[src/rtl/demux_mux_pkg.sv]
// demux_mux_pkg: lane select type and helpers shared by the ping-pong dispatcher/collector
package demux_mux_pkg;
   localparam int LANES = 2;
   typedef logic lane_sel_t;
   function automatic lane_sel_t next_sel(lane_sel_t s);
      return ~s;
   endfunction
   function automatic logic [LANES-1:0] sel_mask(lane_sel_t s);
      return LANES'(1) << s;
   endfunction
endpackage

[src/rtl/demux_to_mux_2_if.sv]
// demux_to_mux_2_if: input, lane dispatch, lane return and output streams of the dispatcher
interface demux_to_mux_2_if #(parameter int WIDTH = 2, parameter int MAX_OUT = 8);
   import demux_mux_pkg::*;
   localparam int CW = $clog2(MAX_OUT + 1);
   logic                              in_valid;
   logic                              in_ready;
   logic [WIDTH-1:0]                  in_data;
   logic [LANES-1:0]                  lane_valid;
   logic [LANES-1:0]                  lane_ready;
   logic [LANES-1:0][WIDTH-1:0]       lane_data;
   logic [LANES-1:0]                  ret_valid;
   logic [LANES-1:0]                  ret_ready;
   logic [LANES-1:0][WIDTH-1:0]       ret_data;
   logic                              out_valid;
   logic                              out_ready;
   logic [WIDTH-1:0]                  out_data;
   logic [CW-1:0]                     outstanding;
   modport master (
      output in_valid, in_data, lane_ready, ret_valid, ret_data, out_ready,
      input  in_ready, lane_valid, lane_data, ret_ready, out_valid, out_data, outstanding
   );
   modport slave (
      input  in_valid, in_data, lane_ready, ret_valid, ret_data, out_ready,
      output in_ready, lane_valid, lane_data, ret_ready, out_valid, out_data, outstanding
   );
endinterface

[src/rtl/out_stage_reg.sv]
// out_stage_reg: single-entry valid/ready output register that loads whenever it is empty or being drained
module out_stage_reg #(parameter int WIDTH = 2) (
   input  logic             clock,
   input  logic             reset_n,
   input  logic             in_valid,
   input  logic [WIDTH-1:0] in_data,
   output logic             take,
   output logic             out_valid,
   input  logic             out_ready,
   output logic [WIDTH-1:0] out_data
);
   assign take = reset_n && (!out_valid || out_ready);
   // load a new beat when room is available; otherwise hold data, dropping valid once consumed
   always_ff @(posedge clock or negedge reset_n) begin
      if (!reset_n) begin
         out_valid <= 1'b0;
         out_data  <= '0;
      end else if (take) begin
         out_valid <= in_valid;
         if (in_valid) out_data <= in_data;
      end
   end
endmodule

[src/rtl/demux_to_mux_2.sv]
// demux_to_mux_2: order-preserving ping-pong dispatch onto two lanes and in-order collection of their results
module demux_to_mux_2
   import demux_mux_pkg::*;
#(
   parameter int ID      = 1,
   parameter int WIDTH   = 2,
   parameter int MAX_OUT = 8
) (
   input logic               clock,
   input logic               reset_n,
   demux_to_mux_2_if.slave   bus
);
   localparam int CW = $clog2(MAX_OUT + 1);
   localparam logic [CW-1:0] MAX_CNT = CW'(MAX_OUT);
   lane_sel_t        wr_sel;
   lane_sel_t        rd_sel;
   logic [CW-1:0]    cnt;
   logic             credit;
   logic             disp;
   logic             take;
   logic             ret_fire;
   logic             sel_valid;
   logic [WIDTH-1:0] sel_data;
   assign credit         = reset_n && (cnt < MAX_CNT);
   assign bus.lane_valid = (bus.in_valid && credit) ? sel_mask(wr_sel) : '0;
   assign bus.in_ready   = bus.lane_ready[wr_sel] && credit;
   assign bus.lane_data  = {LANES{bus.in_data}};
   assign disp           = bus.in_valid && bus.in_ready;
   assign bus.ret_ready  = take ? sel_mask(rd_sel) : '0;
   assign sel_valid      = bus.ret_valid[rd_sel];
   assign sel_data       = bus.ret_data[rd_sel];
   assign ret_fire       = sel_valid && take;
   assign bus.outstanding = cnt;
   out_stage_reg #(.WIDTH(WIDTH)) u_out (
      .clock     (clock),
      .reset_n   (reset_n),
      .in_valid  (sel_valid),
      .in_data   (sel_data),
      .take      (take),
      .out_valid (bus.out_valid),
      .out_ready (bus.out_ready),
      .out_data  (bus.out_data)
   );
   // alternate write/read lanes on each transfer and track beats in flight
   always_ff @(posedge clock or negedge reset_n) begin
      if (!reset_n) begin
         wr_sel <= '0;
         rd_sel <= '0;
         cnt    <= '0;
      end else begin
         if (disp) wr_sel <= next_sel(wr_sel);
         if (ret_fire) rd_sel <= next_sel(rd_sel);
         if (disp != ret_fire) cnt <= disp ? cnt + CW'(1) : cnt - CW'(1);
      end
   end
   // a lane may only return a beat that was dispatched to it
   a_no_underflow: assert property (@(posedge clock) disable iff (!reset_n) ret_fire |-> cnt != '0)
      else $error("demux_to_mux_2 #%0d: return accepted with nothing outstanding", ID);
endmodule
[src/flat_wrapper.sv]
// flat-port wrapper written by rule: the top's interface ports become plain ports
module demux_to_mux_2_flat import demux_mux_pkg::*;
#(
   parameter int ID      = 1,
   parameter int WIDTH   = 2,
   parameter int MAX_OUT = 8
)
  (clock, reset_n, bus_in_valid, bus_in_data, bus_lane_ready, bus_ret_valid, bus_ret_data, bus_out_ready, bus_in_ready, bus_lane_valid, bus_lane_data, bus_ret_ready, bus_out_valid, bus_out_data, bus_outstanding);
  demux_to_mux_2_if #(.WIDTH(WIDTH), .MAX_OUT(MAX_OUT)) bus_i ();
  input logic clock;
  input logic reset_n;
  input wire logic [$bits(bus_i.in_valid)-1:0] bus_in_valid;
  input wire logic [$bits(bus_i.in_data)-1:0] bus_in_data;
  input wire logic [$bits(bus_i.lane_ready)-1:0] bus_lane_ready;
  input wire logic [$bits(bus_i.ret_valid)-1:0] bus_ret_valid;
  input wire logic [$bits(bus_i.ret_data)-1:0] bus_ret_data;
  input wire logic [$bits(bus_i.out_ready)-1:0] bus_out_ready;
  output wire logic [$bits(bus_i.in_ready)-1:0] bus_in_ready;
  output wire logic [$bits(bus_i.lane_valid)-1:0] bus_lane_valid;
  output wire logic [$bits(bus_i.lane_data)-1:0] bus_lane_data;
  output wire logic [$bits(bus_i.ret_ready)-1:0] bus_ret_ready;
  output wire logic [$bits(bus_i.out_valid)-1:0] bus_out_valid;
  output wire logic [$bits(bus_i.out_data)-1:0] bus_out_data;
  output wire logic [$bits(bus_i.outstanding)-1:0] bus_outstanding;
  assign bus_i.in_valid = bus_in_valid;
  assign bus_i.in_data = bus_in_data;
  assign bus_i.lane_ready = bus_lane_ready;
  assign bus_i.ret_valid = bus_ret_valid;
  assign bus_i.ret_data = bus_ret_data;
  assign bus_i.out_ready = bus_out_ready;
  assign bus_in_ready = bus_i.in_ready;
  assign bus_lane_valid = bus_i.lane_valid;
  assign bus_lane_data = bus_i.lane_data;
  assign bus_ret_ready = bus_i.ret_ready;
  assign bus_out_valid = bus_i.out_valid;
  assign bus_out_data = bus_i.out_data;
  assign bus_outstanding = bus_i.outstanding;
  demux_to_mux_2 #(.ID(ID), .WIDTH(WIDTH), .MAX_OUT(MAX_OUT)) u_core (.clock(clock), .reset_n(reset_n), .bus(bus_i));
endmodule
[config.mk]
export PLATFORM = sky130hd
export DESIGN_NAME = demux_to_mux_2_flat
export DESIGN_NICKNAME = d
export VERILOG_FILES = /design/src/rtl/demux_mux_pkg.sv /design/src/rtl/demux_to_mux_2_if.sv /design/src/rtl/out_stage_reg.sv /design/src/rtl/demux_to_mux_2.sv /design/src/flat_wrapper.sv
export SDC_FILE = /design/constraint.sdc
export NUM_CORES = 1
export LEC_CHECK = 0
export BUFFER_PORTS_ARGS = -buffer_cell sky130_fd_sc_hd__buf_4
export CAP_MARGIN = 20
export CORE_UTILIZATION = 40
export CTS_CLUSTER_DIAMETER = 60
export DETAILED_ROUTE_END_ITERATION = 7
export GPL_ROUTABILITY_DRIVEN = 1
export HOLD_SLACK_MARGIN = 0.06
export PLACE_DENSITY = 0.74
export SYNTH_ARGS = -nofsm -noshare
export SYNTH_HDL_FRONTEND = slang
export SYNTH_SLANG_ARGS = --single-unit
[constraint.sdc]
create_clock -name clock -period 2.1 [get_ports clock]
set_input_delay 0.21 -clock clock [delete_from_list [all_inputs] [get_ports clock]]
set_output_delay 0.21 -clock clock [all_outputs]
set_load 0.05 [all_outputs]
==> impl_results.md, run 1 <==
- Status: completed
- Pre-Repair DR Iteration Count: 2
- Num rows: 13
- Number of I/O port buffers: 23
- Nets@finish: between 90 and 100
- Worst setup path end: u_core.bus.outstanding[3]
- Final clock skew: about 4.9 ps
- #FFs+latches synth: 9
- Max cap viols: 0
- Setup Viol. Count Final: 0
- Core Util, Final: 0.6199
- Vias per std cell: ~5
- PwrDens: roughly 1500 nW/um^2
- CP max FO: 3
- Number of antenna-violating nets in the routed design: 0
- Most frequent cells in the layout: 25 x buf_4, 8 x dfrtp_1, 4 x nand2_1
- Crit Path Class: reg2reg
- Die Ht: 41.51 um
- Dpl cell area: ~800 um^2
- Largest stage delay, worst path: approximately 420 ps
- Fin. Hold Viols: 0
- Setup bufs post-CTS: 0
- I/O Pins: 30
- Pin count of the biggest net entering global routing: 18
- Synth Warn #: 0
- Cell count of the worst reg-to-reg path: 8
- CTS max path bufs: 2
- Post-synthesis area per instance: approximately 12 um^2
- Root Driver: clkbuf_4
- Via count: roughly 470
- Max Transition Viols Final: 0
- Mapped Nets: just over 70
- Min Tclk post-route: 1956 ps
- Critical path launch point type: register
- Crit path buffers/inverters: 1
- Die footprint: 1723 um^2
- Drc violations: 0
- Crit path cell chain: mux2i_4 -> nor2_4 -> inv_2 -> ha_4 -> a21o_1 -> a21oi_2 -> and3b_2 -> a211o_1
- Clock Latency Late Sink: approximately 260 ps
- PnR worst setup slack: about 140 ps
- Synth Instances: 54
- Initial antenna violation count: 0
- CORE AREA: ~1400 um^2
- DRT iter0 DRCs: 2
- Crit path depth: 8
- Post-DP HPWL: about 960 um
- Post-route cell area: 857.1 um^2
- Worst Path Required: 2250 ps
- Overall routing resource usage: 0.1759
- RSZ-0062 raised after global routing: no
- CTS tree: built
- Worst path arrival time: roughly 2100 ps
- Vias in the first global route: ~500
- Register area share after synthesis: 0.3607
- Initial core utilization: 0.4516
- RR Endpoint: u_core.bus.outstanding[3]
- Relative max-transition margin: 0.8263
- Worst Setup Slack post-DPL: between 50 and 60 ps
- Routed wire length: 1210 um
- Hold Crit Class: in2reg
- CTS Buf Count: 3
- Clock slew at reported path FFs: approximately 60 ps
- Worst-Margin Slew: 257.0 ps
- CP top delay family: compound AO/OA/AOI/OAI gates
- R2R Setup Slk: 140 ps
- Highest clock rate: 511.2 MHz
- Die Span X: around 42 um
- WL/cell: between 10 and 15 um
- Diodes inserted: 0
- Gp weighted congestion: about 0.66
- Post-synthesis cell type count: 28
- Max IR drop VDD: around 0.69 mV
- Critical-path top delay cell: dfrtp_1
- Grt ovf: 0
- Post-synth EDFFs: 0
- CP endpoint kind: register
- Final period utilization: 0.9315
- Leak: 0.4141 nW
- Number of fill cells: ~120
- Dominant synthesized flop cell: dfrtp_1
- Share of cells above drive strength 1: 0.5385
- Most common cell after layout, fill and taps aside: buf_4
- Cell area after synthesis: 624.3 um^2
- Reg2reg start: u_core.wr_sel
- Global-route wire length before repair: 2304 um
- Fin Setup TNS: 0 ps
- Synth-to-layout area growth: 37.27%
- Async SR Flop Fraction: 1.000
- Crit path from: u_core.wr_sel
- CTS Sinks: 9
- CTS H-tree lvls: 1
==> cells by family (layout without fill, tap and decap cells) <==
family,after synthesis,after routing,share of synthesized area
AND/OR/NAND/NOR,16,16,0.1804
flip-flops,9,9,0.3607
AO/OA/AOI/OAI,8,8,0.09019
buffers and inverters,8,32,0.09019
multiplexers,6,6,0.1202
XOR/XNOR,4,4,0.08619
adder cells (fa/ha/maj),3,3,0.07214
==> power by group <==
group | leakage [nW] | internal, mW | total [mW] | switching, mW
combinational | 0.294 | 0.344 | 0.826 | 0.482
clock | 0.0150 | 0.0732 | 0.134 | 0.0613
sequential | 0.105 | 0.258 | 0.361 | 0.103
total | 0.414 | 0.675 | 1.32 | 0.646
==> what timing repair did <==
item / CTS / global route
endpoints found under the setup margin: 0 / 1
hold buffers: 1 / 0
gates resized for setup: 0 / 2
endpoints found under the hold margin: 9 / 0
==> state kept, by name, summed over array words and instances (netlist names) <==
register,flops
u_core.bus.outstanding,4
u_core.wr_sel,1
u_core.u_out.out_valid,1
u_core.u_out.out_data,2
u_core.rd_sel,1
==> worst min path at each step <==
stage | startpoint | end | slack (ps) | cells past startpoint
after floorplan | reset_n | u_core.bus.outstanding[0] | -90 | 0
after global placement | reset_n | u_core.u_out.out_data[1] | 190 | 2
after detailed placement | reset_n | u_core.u_out.out_data[1] | 190 | 2
after CTS | bus_ret_valid[1] | u_core.rd_sel | 160 | 2
after global routing | bus_ret_valid[1] | u_core.rd_sel | 190 | 2
final | bus_ret_valid[1] | u_core.rd_sel | 170 | 2
==> cells in the mapped netlist, drive strengths merged, types with 2 or more instances <==
cell / instances / area (um^2)
dfrtp: 9 / 225.2
buf: 6 / 48.80
nand2: 4 / 15.01
nor2: 4 / 22.52
mux2: 3 / 45.04
mux2i: 3 / 30.03
ha: 2 / 25.02
inv: 2 / 7.510
nand2b: 2 / 12.51
o21ai: 2 / 10.01
xnor2: 2 / 17.52
xor2: 2 / 36.29
==> stage by stage <==
stage,hold slack [ps],instances,total power [mW]
4_1_cts,162.2,93,1.325
3_5_place_dp,190.2,88,1.177
6_report,172.1,93,1.321
2_1_floorplan,-85.59,54,0.9962
3_3_place_gp,187.6,88,1.157
5_1_grt,188.8,93,1.422
==> final cells by class <==
cell class / count / area (um^2) / share of cell area
Sequential cell: 9 / 226.5 / 0.2642
Clock buffer: 4 / 26.28 / 0.03066
Inverter: 2 / 7.507 / 0.008759
Multi-Input combinational cell: 37 / 380.4 / 0.4438
Timing Repair Buffer: 26 / 197.7 / 0.2307
Tap cell: 15 / 18.77 / 0.02190
==> routing by layer <==
layer  wire (um)  track usage
met2         614       0.2781
met3          48      0.04348
met1         530       0.2210
met5           0            0
met4          16      0.09032
(Power assumes the default switching activity.)
==> inputs of run 2 (changes only) <==
--- a/config.mk
+++ b/config.mk
@@ -7,12 +7,13 @@
 export LEC_CHECK = 0
 export BUFFER_PORTS_ARGS = -buffer_cell sky130_fd_sc_hd__buf_4
 export CAP_MARGIN = 20
-export CORE_UTILIZATION = 40
+export CORE_UTILIZATION = 39
 export CTS_CLUSTER_DIAMETER = 60
 export DETAILED_ROUTE_END_ITERATION = 7
 export GPL_ROUTABILITY_DRIVEN = 1
 export HOLD_SLACK_MARGIN = 0.06
-export PLACE_DENSITY = 0.74
+export PLACE_DENSITY = 0.73
 export SYNTH_ARGS = -nofsm -noshare
 export SYNTH_HDL_FRONTEND = slang
+export SYNTH_HIERARCHICAL = 1
 export SYNTH_SLANG_ARGS = --single-unit
==> run 2 against run 1 <==
Utilization is 1.5 points lower. Count of clock-buffer cells in the layout shrank 1. Synthesized cell count stayed put. Sequential share of layout area up 1.3 points. Design area is 4.7% lower. Area after synthesis shrank 6.0%. Combinational power is 9.1% lower. Via count decreased by 1.1%. Non-clock buffer count is 2 higher. Die area is 3.4% lower. Critical endpoint is now u_core/bus.outstanding[3]. Largest cell class unchanged.
==> impl_results.md, run 2 <==
- Area share of xor/xnor cells in the synthesized design: 0.07249
- Leak: between 0.3 and 0.4 nW
- Yosys top cell area share: 0.3838
- Num rows: 13
- Number of fill cells: 132
- Max Transition Viols Final: 0
- Setup Viol. Count Final: 0
- CP endpoint kind: register
- Post-synthesis area per instance: 10.87 um^2
- Die footprint: 1664 um^2
- Largest stage delay, worst path: 430 ps
- #FFs+latches synth: 9
- Initial antenna violation count: 0
- WL/cell: around 12 um
- Post-synthesis cell type count: 26
- Diodes inserted: 0
- Post-DP HPWL: ~860 um
- CP max FO: 5
- Hold Crit Class: in2reg
- Initial core utilization: 0.4347
- Min Tclk post-route: approximately 2000 ps
- Status: completed
- Min-delay src: bus_ret_valid[1]
- Synth Warn #: 6
- Fin Setup TNS: 0 ps
- CTS max path bufs: 2
- Max FFs per register: 4
- Root Driver: clkbuf_4
- Synth top area cells: dfrtp_1 38%, mux2_2 12%, buf_4 5.1%
- RSZ-0062 raised after global routing: no
- Worst Path Required: 2290 ps
- Critical path launch point type: register
- Cell area after synthesis: between 500 and 600 um^2
- Pin count of the biggest net entering global routing: 14
- Most frequent cells in the layout: 27 x buf_4, 8 x dfrtp_1, 6 x mux2_2
- Number of antenna-violating nets in the routed design: 0
- Multi-input logic area: approximately 320 um^2
- Max IR drop VDD: approximately 0.76 mV
- I/O Pins: 30
- Die Span X: between 40 and 50 um
- Die Ht: 40.79 um
- Min Hold Slack: about 150 ps
- Async SR Flop Fraction: 1.000
- CTS H-tree lvls: 1
- Top layer in use: met3
- Synth-to-layout area growth: 39.23%
- Hold Path Depth: 2
- Critical-path top delay cell: dfrtp_2
- Dominant synthesized flop cell: dfrtp_1
- Fin. Hold Viols: 0
- Register area share after synthesis: 0.3838
- Worst path arrival time: 2190 ps
- Crit Path Class: reg2reg
- Synth Area in Adders: 0.07676
- Nets@finish: 100
- CORE AREA: 1350 um^2
- Vias in the first global route: 404
- PwrDens: about 1500 nW/um^2
- Most common cell after layout, fill and taps aside: buf_4
- Worst Setup Slack post-DPL: roughly 76 ps
- CTS Buf Count: 3
- Met2 WL: between 500 and 600 um
- Drc violations: 0
- R2R Setup Slk: about 110 ps
- Hold EP: u_core/rd_sel
- Vias per std cell: roughly 4.8
- Gp weighted congestion: just under 0.6
- Post-synth EDFFs: 0
- Top-count cell post-synth: dfrtp_1
- Highest clock rate: between 500 and 600 MHz
- Synth top cells by count: 9 x dfrtp_1, 6 x mux2_2, 5 x nand2_1
- Via count: 468
- Crit path cell chain: nand3b_1 -> nor2_4 -> inv_2 -> ha_1 -> a21oi_1 -> nand2_1 -> or4_1 -> nand3_1
- Largest family of logic cells by synthesized area: simple AND/OR/NAND/NOR gates
- Simple-gate share of the synthesized area: 0.1748
- CTS Sinks: 9
- Met3 Routed Length: 87 um
- Routed wire length: 1117 um
- Share of cells above drive strength 1: 0.5610
- Synth Instances: 54
- Grt ovf: 0
- Cell count of the worst reg-to-reg path: 8
- Relative max-transition margin: 0.7841
- DRT iter0 DRCs: 4
- PnR worst setup slack: roughly 110 ps
- Area taken by flip-flops and latches: 226.5 um^2
- Max cap viols: 0
- Mapped Nets: between 70 and 80
- Final period utilization: 0.9497
- Reg2reg start: u_core/bus.outstanding[3]
- Overall routing resource usage: 0.1604
- Clock slew at reported path FFs: about 60 ps
- Number of I/O port buffers: 23
- RR Endpoint: u_core/bus.outstanding[3]
- Core Util, Final: 0.6052
- Global-route wire length before repair: about 1700 um
- Final clock skew: about 3.1 ps
- Worst-Margin Slew: between 300 and 400 ps
- Wl on met1: about 470 um
- Clock Latency Late Sink: 260 ps
- Area leader, netlist: dfrtp_1
- Post-synthesis mux area share: 0.1578
- Post-synthesis compound-gate area fraction: 0.06397
- Pre-Repair DR Iteration Count: 3
- CTS tree: built
[run 2: changes by cell type in the layout (fill, tap and decap cells not counted), sizes merged, moves of 2 or more]
| cell | change |
|---|---|
| mux2i | -2 |
| nand3 | +2 |
| nand2 | +2 |
| a21oi | +2 |
| nand2b | -2 |
| buf | +2 |
| mux2 | +4 |
[run 2: cell families after synthesis]
family,count (synthesis)
AND/OR/NAND/NOR,17
flip-flops,9
multiplexers,8
buffers and inverters,7
AO/OA/AOI/OAI,6
XOR/XNOR,4
adder cells (fa/ha/maj),3
[run 2: final cells by class]
class | instances | area share
Multi-Input combinational cell | 38 | 0.3920
Sequential cell | 9 | 0.2772
Timing Repair Buffer | 28 | 0.2603
Clock buffer | 3 | 0.02757
Tap cell | 15 | 0.02297
Inverter | 3 | 0.01378
Clock inverter | 1 | 0.006126
[run 2: report_power, final]
group / switching [mW] / internal (mW) / total (mW)
Clock: 0.0634 / 0.0703 / 0.134
Sequential: 0.0842 / 0.257 / 0.342
Combinational: 0.462 / 0.289 / 0.751
Total: 0.609 / 0.617 / 1.23
[run 2: through the flow]
step	instances	area [um^2]	power [mW]
after floorplan	54	588.1	0.8980
after global placement	90	764.5	1.075
after detailed placement	90	764.5	1.086
after CTS	95	802.0	1.232
after global routing	97	817.0	1.321
final	97	817.0	1.226
[run 2: worst max-delay path: cells and delay by family, from the launching register on]
kind	cells	cell delay, ps
fa+ha+maj	1	320
compound gates	1	140
flops	1	430
buf+inv	1	60
simple gates	5	980
[run 2: how the worst max path moves through the flow]
| stage | to | cells after the start | start |
|---|---|---|---|
| final | u_core/bus.outstanding[3] | 8 | u_core/bus.outstanding[3] |
| after global routing | u_core/bus.outstanding[3] | 8 | u_core/bus.outstanding[3] |
| after CTS | u_core/bus.outstanding[3] | 8 | u_core/bus.outstanding[3] |
| after detailed placement | u_core/bus.outstanding[3] | 8 | u_core/bus.outstanding[3] |
| after global placement | u_core/bus.outstanding[3] | 8 | u_core/bus.outstanding[3] |
| after floorplan | u_core/bus.outstanding[3] | 8 | u_core/bus.outstanding[3] |
[run 2: what timing repair did]
action                     4_1_cts  5_1_grt
gates resized for setup          0        0
hold endpoints to repair         9        0
hold buffers                     1        0
setup buffers                    0        2
setup endpoints to repair        0        1
[run 2: routing by layer]
metal	up-vias	track usage
met5	-	0
met4	0	0.03333
met3	0	0.09783
met2	15	0.2461
met1	216	0.1898
li1	237	-
